[src/rtl/mem_arbiter_pkg.sv]
// mem_arbiter_pkg: shared widths and the read-owner encoding used by
// mem_arbiter to route a memory read response back to the requesting port.
package mem_arbiter_pkg;

  localparam int AW = 16;  // word address width
  localparam int DW = 16;  // data width

  // Which port owns the read response arriving in the current cycle.
  typedef enum logic [1:0] {
    OWN_NONE = 2'd0,
    OWN_I    = 2'd1,
    OWN_D    = 2'd2
  } owner_e;

endpackage

[src/rtl/mem_arbiter.sv]
// mem_arbiter: two-port (instruction / data) arbiter in front of a
// single-ported-per-direction memory with one-cycle read latency.
//
// Ports
//   clk, reset            : clock, synchronous active-high reset
//   i_req/i_addr          : instruction read request (held until i_ack)
//   i_ack/i_rdata/i_rvalid: grant strobe, read data, one-cycle data valid
//   d_req/d_we/d_addr/d_wdata : data port request (d_we=1 write)
//   d_ack/d_rdata/d_rvalid: as for the instruction port
//   m_raddr/m_re          : memory read command
//   m_waddr/m_wdata/m_we  : memory write command
//   m_rdata               : memory read data, valid the cycle after m_re
//
// Build option: define MEM_ARBITER_RR_EN for round-robin arbitration on
// contention; otherwise the data port has fixed priority.
//
// Grant, ack and memory commands are combinational from the requests. The
// owner of an outstanding read is registered at the grant edge and steers
// m_rdata to that port in the following cycle; rdata outputs hold the last
// delivered word between strobes.
module mem_arbiter
  import mem_arbiter_pkg::*;
(
  input  logic          clk,
  input  logic          reset,
  input  logic          i_req,
  input  logic [AW-1:0] i_addr,
  output logic          i_ack,
  output logic [DW-1:0] i_rdata,
  output logic          i_rvalid,
  input  logic          d_req,
  input  logic          d_we,
  input  logic [AW-1:0] d_addr,
  input  logic [DW-1:0] d_wdata,
  output logic          d_ack,
  output logic [DW-1:0] d_rdata,
  output logic          d_rvalid,
  output logic [AW-1:0] m_raddr,
  output logic          m_re,
  output logic [AW-1:0] m_waddr,
  output logic [DW-1:0] m_wdata,
  output logic          m_we,
  input  logic [DW-1:0] m_rdata
);

  owner_e        owner_q, owner_d;
  logic [DW-1:0] i_rdata_q, d_rdata_q;
  logic          gnt_i, gnt_d;

`ifdef MEM_ARBITER_RR_EN
  // 1: instruction port wins the next contended cycle.
  logic prio_i_q;
`endif

  // Arbitration; nothing is granted while reset is high.
  always_comb begin
    gnt_i = 1'b0;
    gnt_d = 1'b0;
    if (!reset) begin
`ifdef MEM_ARBITER_RR_EN
      if (i_req && d_req) begin
        gnt_i = prio_i_q;
        gnt_d = !prio_i_q;
      end else begin
        gnt_i = i_req;
        gnt_d = d_req;
      end
`else
      gnt_d = d_req;
      gnt_i = i_req && !d_req;
`endif
    end
  end

  assign i_ack = gnt_i;
  assign d_ack = gnt_d;

  // Memory command
  always_comb begin
    m_re    = gnt_i || (gnt_d && !d_we);
    m_raddr = gnt_i ? i_addr : d_addr;
    m_we    = gnt_d && d_we;
    m_waddr = d_addr;
    m_wdata = d_wdata;
  end

  // Owner of the read response due next cycle; writes leave no owner.
  always_comb begin
    owner_d = OWN_NONE;
    if (gnt_i)                owner_d = OWN_I;
    else if (gnt_d && !d_we)  owner_d = OWN_D;
  end

  // Strobes are masked by reset so a read granted just before reset
  // asserts never reports data.
  assign i_rvalid = (owner_q == OWN_I) && !reset;
  assign d_rvalid = (owner_q == OWN_D) && !reset;
  assign i_rdata  = i_rvalid ? m_rdata : i_rdata_q;
  assign d_rdata  = d_rvalid ? m_rdata : d_rdata_q;

  always_ff @(posedge clk) begin
    if (reset) begin
      owner_q   <= OWN_NONE;
      i_rdata_q <= '0;
      d_rdata_q <= '0;
    end else begin
      owner_q <= owner_d;
      if (i_rvalid) i_rdata_q <= m_rdata;
      if (d_rvalid) d_rdata_q <= m_rdata;
    end
  end

`ifdef MEM_ARBITER_RR_EN
  // Pointer moves only when both ports competed; the loser goes first next.
  always_ff @(posedge clk) begin
    if (reset)                            prio_i_q <= 1'b1;
    else if (i_req && d_req)              prio_i_q <= !gnt_i;
  end
`endif

endmodule
[config.mk]
export PLATFORM = sky130hd
export DESIGN_NAME = mem_arbiter
export DESIGN_NICKNAME = d
export VERILOG_FILES = /design/src/rtl/mem_arbiter_pkg.sv /design/src/rtl/mem_arbiter.sv
export SDC_FILE = /design/constraint.sdc
export NUM_CORES = 1
export LEC_CHECK = 0
export ABC_AREA = 1
export CAP_MARGIN = 20
export CORE_ASPECT_RATIO = 1.75
export CORE_MARGIN = 3
export CORE_UTILIZATION = 37
export DETAILED_ROUTE_END_ITERATION = 12
export GPL_TIMING_DRIVEN = 0
export PLACE_DENSITY = 0.93
export SYNTH_ARGS = -nofsm -noshare
export SYNTH_HDL_FRONTEND = slang
export SYNTH_SLANG_ARGS = --single-unit
export TNS_END_PERCENT = 20
[constraint.sdc]
create_clock -name clk -period 3.2 [get_ports clk]
set_clock_uncertainty 0.1 [all_clocks]
set_input_delay 0.64 -clock clk [delete_from_list [all_inputs] [get_ports clk]]
set_output_delay 0.64 -clock clk [all_outputs]
set_load 0.03 [all_outputs]
# == Word-level counts from Yosys, hierarchy flattened ==
# Cells that the tools add are included.
# word_totals
regBits,34
input_bits,69
output_inout_bits,86
elab_cells,23
# op_classes
eq_ne,2
mux,7
reduce_logical,10
# op_table
cell,n
2-to-1 mux 16 bit,3
logical AND 1 bit,5
zero test 1 bit,3
2-to-1 mux 1 bit,3
equality test 2 x 1 -> 1 bit (second input constant),1
equality test 2 bit (second input constant),1
2-to-1 mux 2 bit,1
OR reduction 2 bit,1
logical OR 1 bit,1

# == Logic depth before layout (Yosys ltp) ==
# logic_depth
ltp_word,4
mapped_depth,7
mapped_depth_nobuf,5

# == Worst setup path after synthesis ==
# Ideal clock, no wire load.
# synth_path
path_kind,in2out
start,input reset
end,output m_re
arrival_time_ps,1642
t_required_ps,2460
slack_ps,818
stages,4
path_buffers,1
cell_sequence,buf_6 inv_4 nand2_1 o21ai_0
# synth_via
elab_chain_len,3
elab_cells_between_ends,4
classes_between,mux: 2; reduce/logical: 2
# synth_rtl
item,line,source
from (decl),mem_arbiter.sv:25,"input logic reset,"
2-to-1 mux 1 bit,mem_arbiter.sv:59,if (!reset) begin
logical AND 1 bit,mem_arbiter.sv:80,m_re = gnt_i || (gnt_d && !d_we);
logical OR 1 bit *,mem_arbiter.sv:80,
to (decl),mem_arbiter.sv:39,"output logic m_re,"
# Every way passes the cells marked *; elsewhere a longest branch is shown, timed or not.

# == Worst setup path after layout ==
# layout_path
start,input d_req
end,output i_ack
# layout_via
elab_chain_len,3
# layout_rtl
item,line,source
from (decl),mem_arbiter.sv:31,"input logic d_req,"
zero test 1 bit,mem_arbiter.sv:70,gnt_i = i_req && !d_req;
logical AND 1 bit,mem_arbiter.sv:70,
2-to-1 mux 1 bit,mem_arbiter.sv:59,
to (decl),mem_arbiter.sv:28,"output logic i_ack,"
# Every way passes these cells.

==> impl_metrics.env <==
export IMPL_critPathMostFrequentCell="clkdlybuf4s50_1"
export IMPL_ctsResizeCount=0
export IMPL_worst_ir_drop_vdd_mv=0.258
export IMPL_cts_hold_buf=0
export IMPL_r2r_slack_ns=1.75
export IMPL_muxShareOfSynthArea=0
export IMPL_clock_sinks=34
export IMPL_grt_pass1_vias=2560
export IMPL_numCtsBuffers=5
export IMPL_yosysWarnings=0
export IMPL_routedWlPerCell_um=12.2
export IMPL_syn_inst=354
export IMPL_ys_types=17
export IMPL_critPathRequiredTime_ns=2.46
export IMPL_drv_slew=0
export IMPL_endpoint_kind="primary output"
export IMPL_drc=0
export IMPL_start_util=0.393
export IMPL_crit_family="buffers and inverters"
export IMPL_syn_area_per_cell_um2=5.97
export IMPL_routed_top_layer="met4"
export IMPL_drtAntennaViolNets=0
export IMPL_core_um2=5390
export IMPL_synth_nets=423
export IMPL_status="complete, no violations"
export IMPL_crit_fanout=10
export IMPL_finalSetupViolations=0
export IMPL_drt_pass1_iterations=4
export IMPL_start_kind="input pin"
export IMPL_cp_data_arrival_time_ns=2.34
export IMPL_crit_buf_inv=5
export IMPL_drt_initial_drc_count=100
export IMPL_setup_tns_ns=0
export IMPL_num_antenna_cells=0
export IMPL_postCtsSetupBuffers=0
export IMPL_grt_use_total=0.207
export IMPL_synth_simple_gate_area_frac=0.363
export IMPL_die_area_um2=6690
export IMPL_nFillCells=418
export IMPL_rsz0062_at_grt="no"
export IMPL_post_route_period_util=0.962
export IMPL_clk_pin_slew_ns=0.06
export IMPL_maxCapViolCount=0
export IMPL_synthAdderAreaFrac=0
export IMPL_synth_top_family_by_area="simple AND/OR/NAND/NOR gates"
export IMPL_die_y_um=106
export IMPL_p_per_area_nw_per_um2=332
export IMPL_via_count=2514
export IMPL_routed_wl_um=6980
export IMPL_via_per_inst=4.39
export IMPL_hpwl_um=5910
export IMPL_wl_met2_um=3960
export IMPL_met3_wirelength_um=682
export IMPL_regArea_um2=681
export IMPL_timing_fmax_mhz=325
export IMPL_grt_max_degree=11
export IMPL_hold_viol=0
export IMPL_ys_seq_area_frac=0.322
export IMPL_overflow=0
export IMPL_worst_slew_pin_slew_ns=0.490
export IMPL_netlist_area_um2=2110
export IMPL_cts_tree="yes"
export IMPL_critPathSlowestCell="clkdlybuf4s50_1"
export IMPL_cts_root_buf="clkbuf_8"
export IMPL_drive_above_1_share=0.110
export IMPL_slew_headroom=0.674
export IMPL_cpPeakStageDelay_ns=0.70
export IMPL_postLayoutCoreUtil=0.685
export IMPL_nets=567
export IMPL_grt_pass1_wl_um=11100
export IMPL_critical_path_class="input pin to primary output"
export IMPL_min_period_ns=3.08
export IMPL_power_leakage_nw=2.11
export IMPL_ioPinCount=155
export IMPL_synth_compound_area_frac=0.00237
export IMPL_clockBufferDepth=2
export IMPL_synthXorXnorAreaFrac=0
export IMPL_h_tree_depth=2
export IMPL_insertion_delay_ns=0.29
export IMPL_rows=35
export IMPL_wl_met1_um=2150
export IMPL_areaGrowthSynthToFinish_pct=74.6
export IMPL_multi_input_area_um2=773
export IMPL_path_cells="clkdlybuf4s50_1 -> inv_1 -> nand3_4 -> inv_2 -> buf_4 -> clkdlybuf4s50_1"
export IMPL_hp_class="flop to flop"
export IMPL_routabilityCongestion=0.847
export IMPL_synth_seq_cells=34
export IMPL_antenna_found_initial=0
export IMPL_die_w_um=63.1
export IMPL_io_buffers=137
## path summary, 6_finish.rpt
kind,start,endpoint,depth (start not counted)
setup / recovery,d_req,i_ack,6
hold / removal,d_rdata_q[13]$_SDFF_PP0_,d_rdata_q[13]$_SDFF_PP0_,4
setup reg to reg,owner_q[1]$_SDFF_PP0_,i_rdata_q[4]$_SDFF_PP0_,6
hold reg to reg,d_rdata_q[13]$_SDFF_PP0_,d_rdata_q[13]$_SDFF_PP0_,4
## worst min-delay path: stages (launching register included)
cell and delay, ns:
dfxtp_1 0.30, inv_1 0.04, nand2_1 0.04, nand2_1 0.07, nor2_1 0.04
## cells in the final DEF (no fill, tap or decap), drive strengths merged
cell	n
clkdlybuf4s50	128
nand2	114
inv	90
buf	41
nor2	36
dfxtp	34
nand3	34
clkbuf	11
dlymetal6s2s	9
o21ai	1
clkinv	1
## layer usage
layer  GRT usage  up-vias
li1            -     1264
met1       0.169     1107
met2       0.426      126
met3      0.0751       17
met4      0.0742        0
met5           0        -
## synthesized netlist by cell type (all sizes together)
master	instances	share of area
nand2	114	0.21
clkbuf	4	0.0071
buf	41	0.14
nand3	34	0.089
o21ai	1	0.0024
dfxtp	34	0.32
inv	90	0.16
nor2	36	0.069
## per-stage QoR
stage | total power, mW | instances | instance area (um^2) | hold slack [ns] | setup slack, ns
after global routing | 1.28 | 573 | 3690 | 0.460 | 0.0394
after global placement | 0.909 | 565 | 3580 | 0.410 | 0.0442
after detailed placement | 0.917 | 565 | 3580 | 0.413 | 0.00371
after CTS | 1.24 | 573 | 3670 | 0.425 | 0.00423
final | 1.23 | 573 | 3690 | 0.425 | 0.121
after floorplan | 0.703 | 354 | 2110 | 0.397 | 0.818
## registers in the layout, indices dropped and copies added, names as in the netlist
signal and flops:
owner_q 2, d_rdata_q 16, i_rdata_q 16
## cells by family after synthesis
group | Yosys count
flops | 34
simple gates | 184
compound gates | 1
buf+inv | 135
## final cells by class
class                      count  area share
buffer                        45      0.0868
clock buffer                   7      0.0234
clock inverter                 1     0.00136
inverter                      90      0.0922
multi-input combinational    185       0.209
sequential                    34       0.184
tap                           74      0.0251
timing repair buffer         137       0.378
## where the power goes
part,leakage (nW),internal (mW),switching [mW]
Clock,0.0482,0.173,0.148
Sequential,0.276,0.438,0.00416
Combinational,1.79,0.213,0.251
No activity file was read; power rests on OpenSTA's default activity.
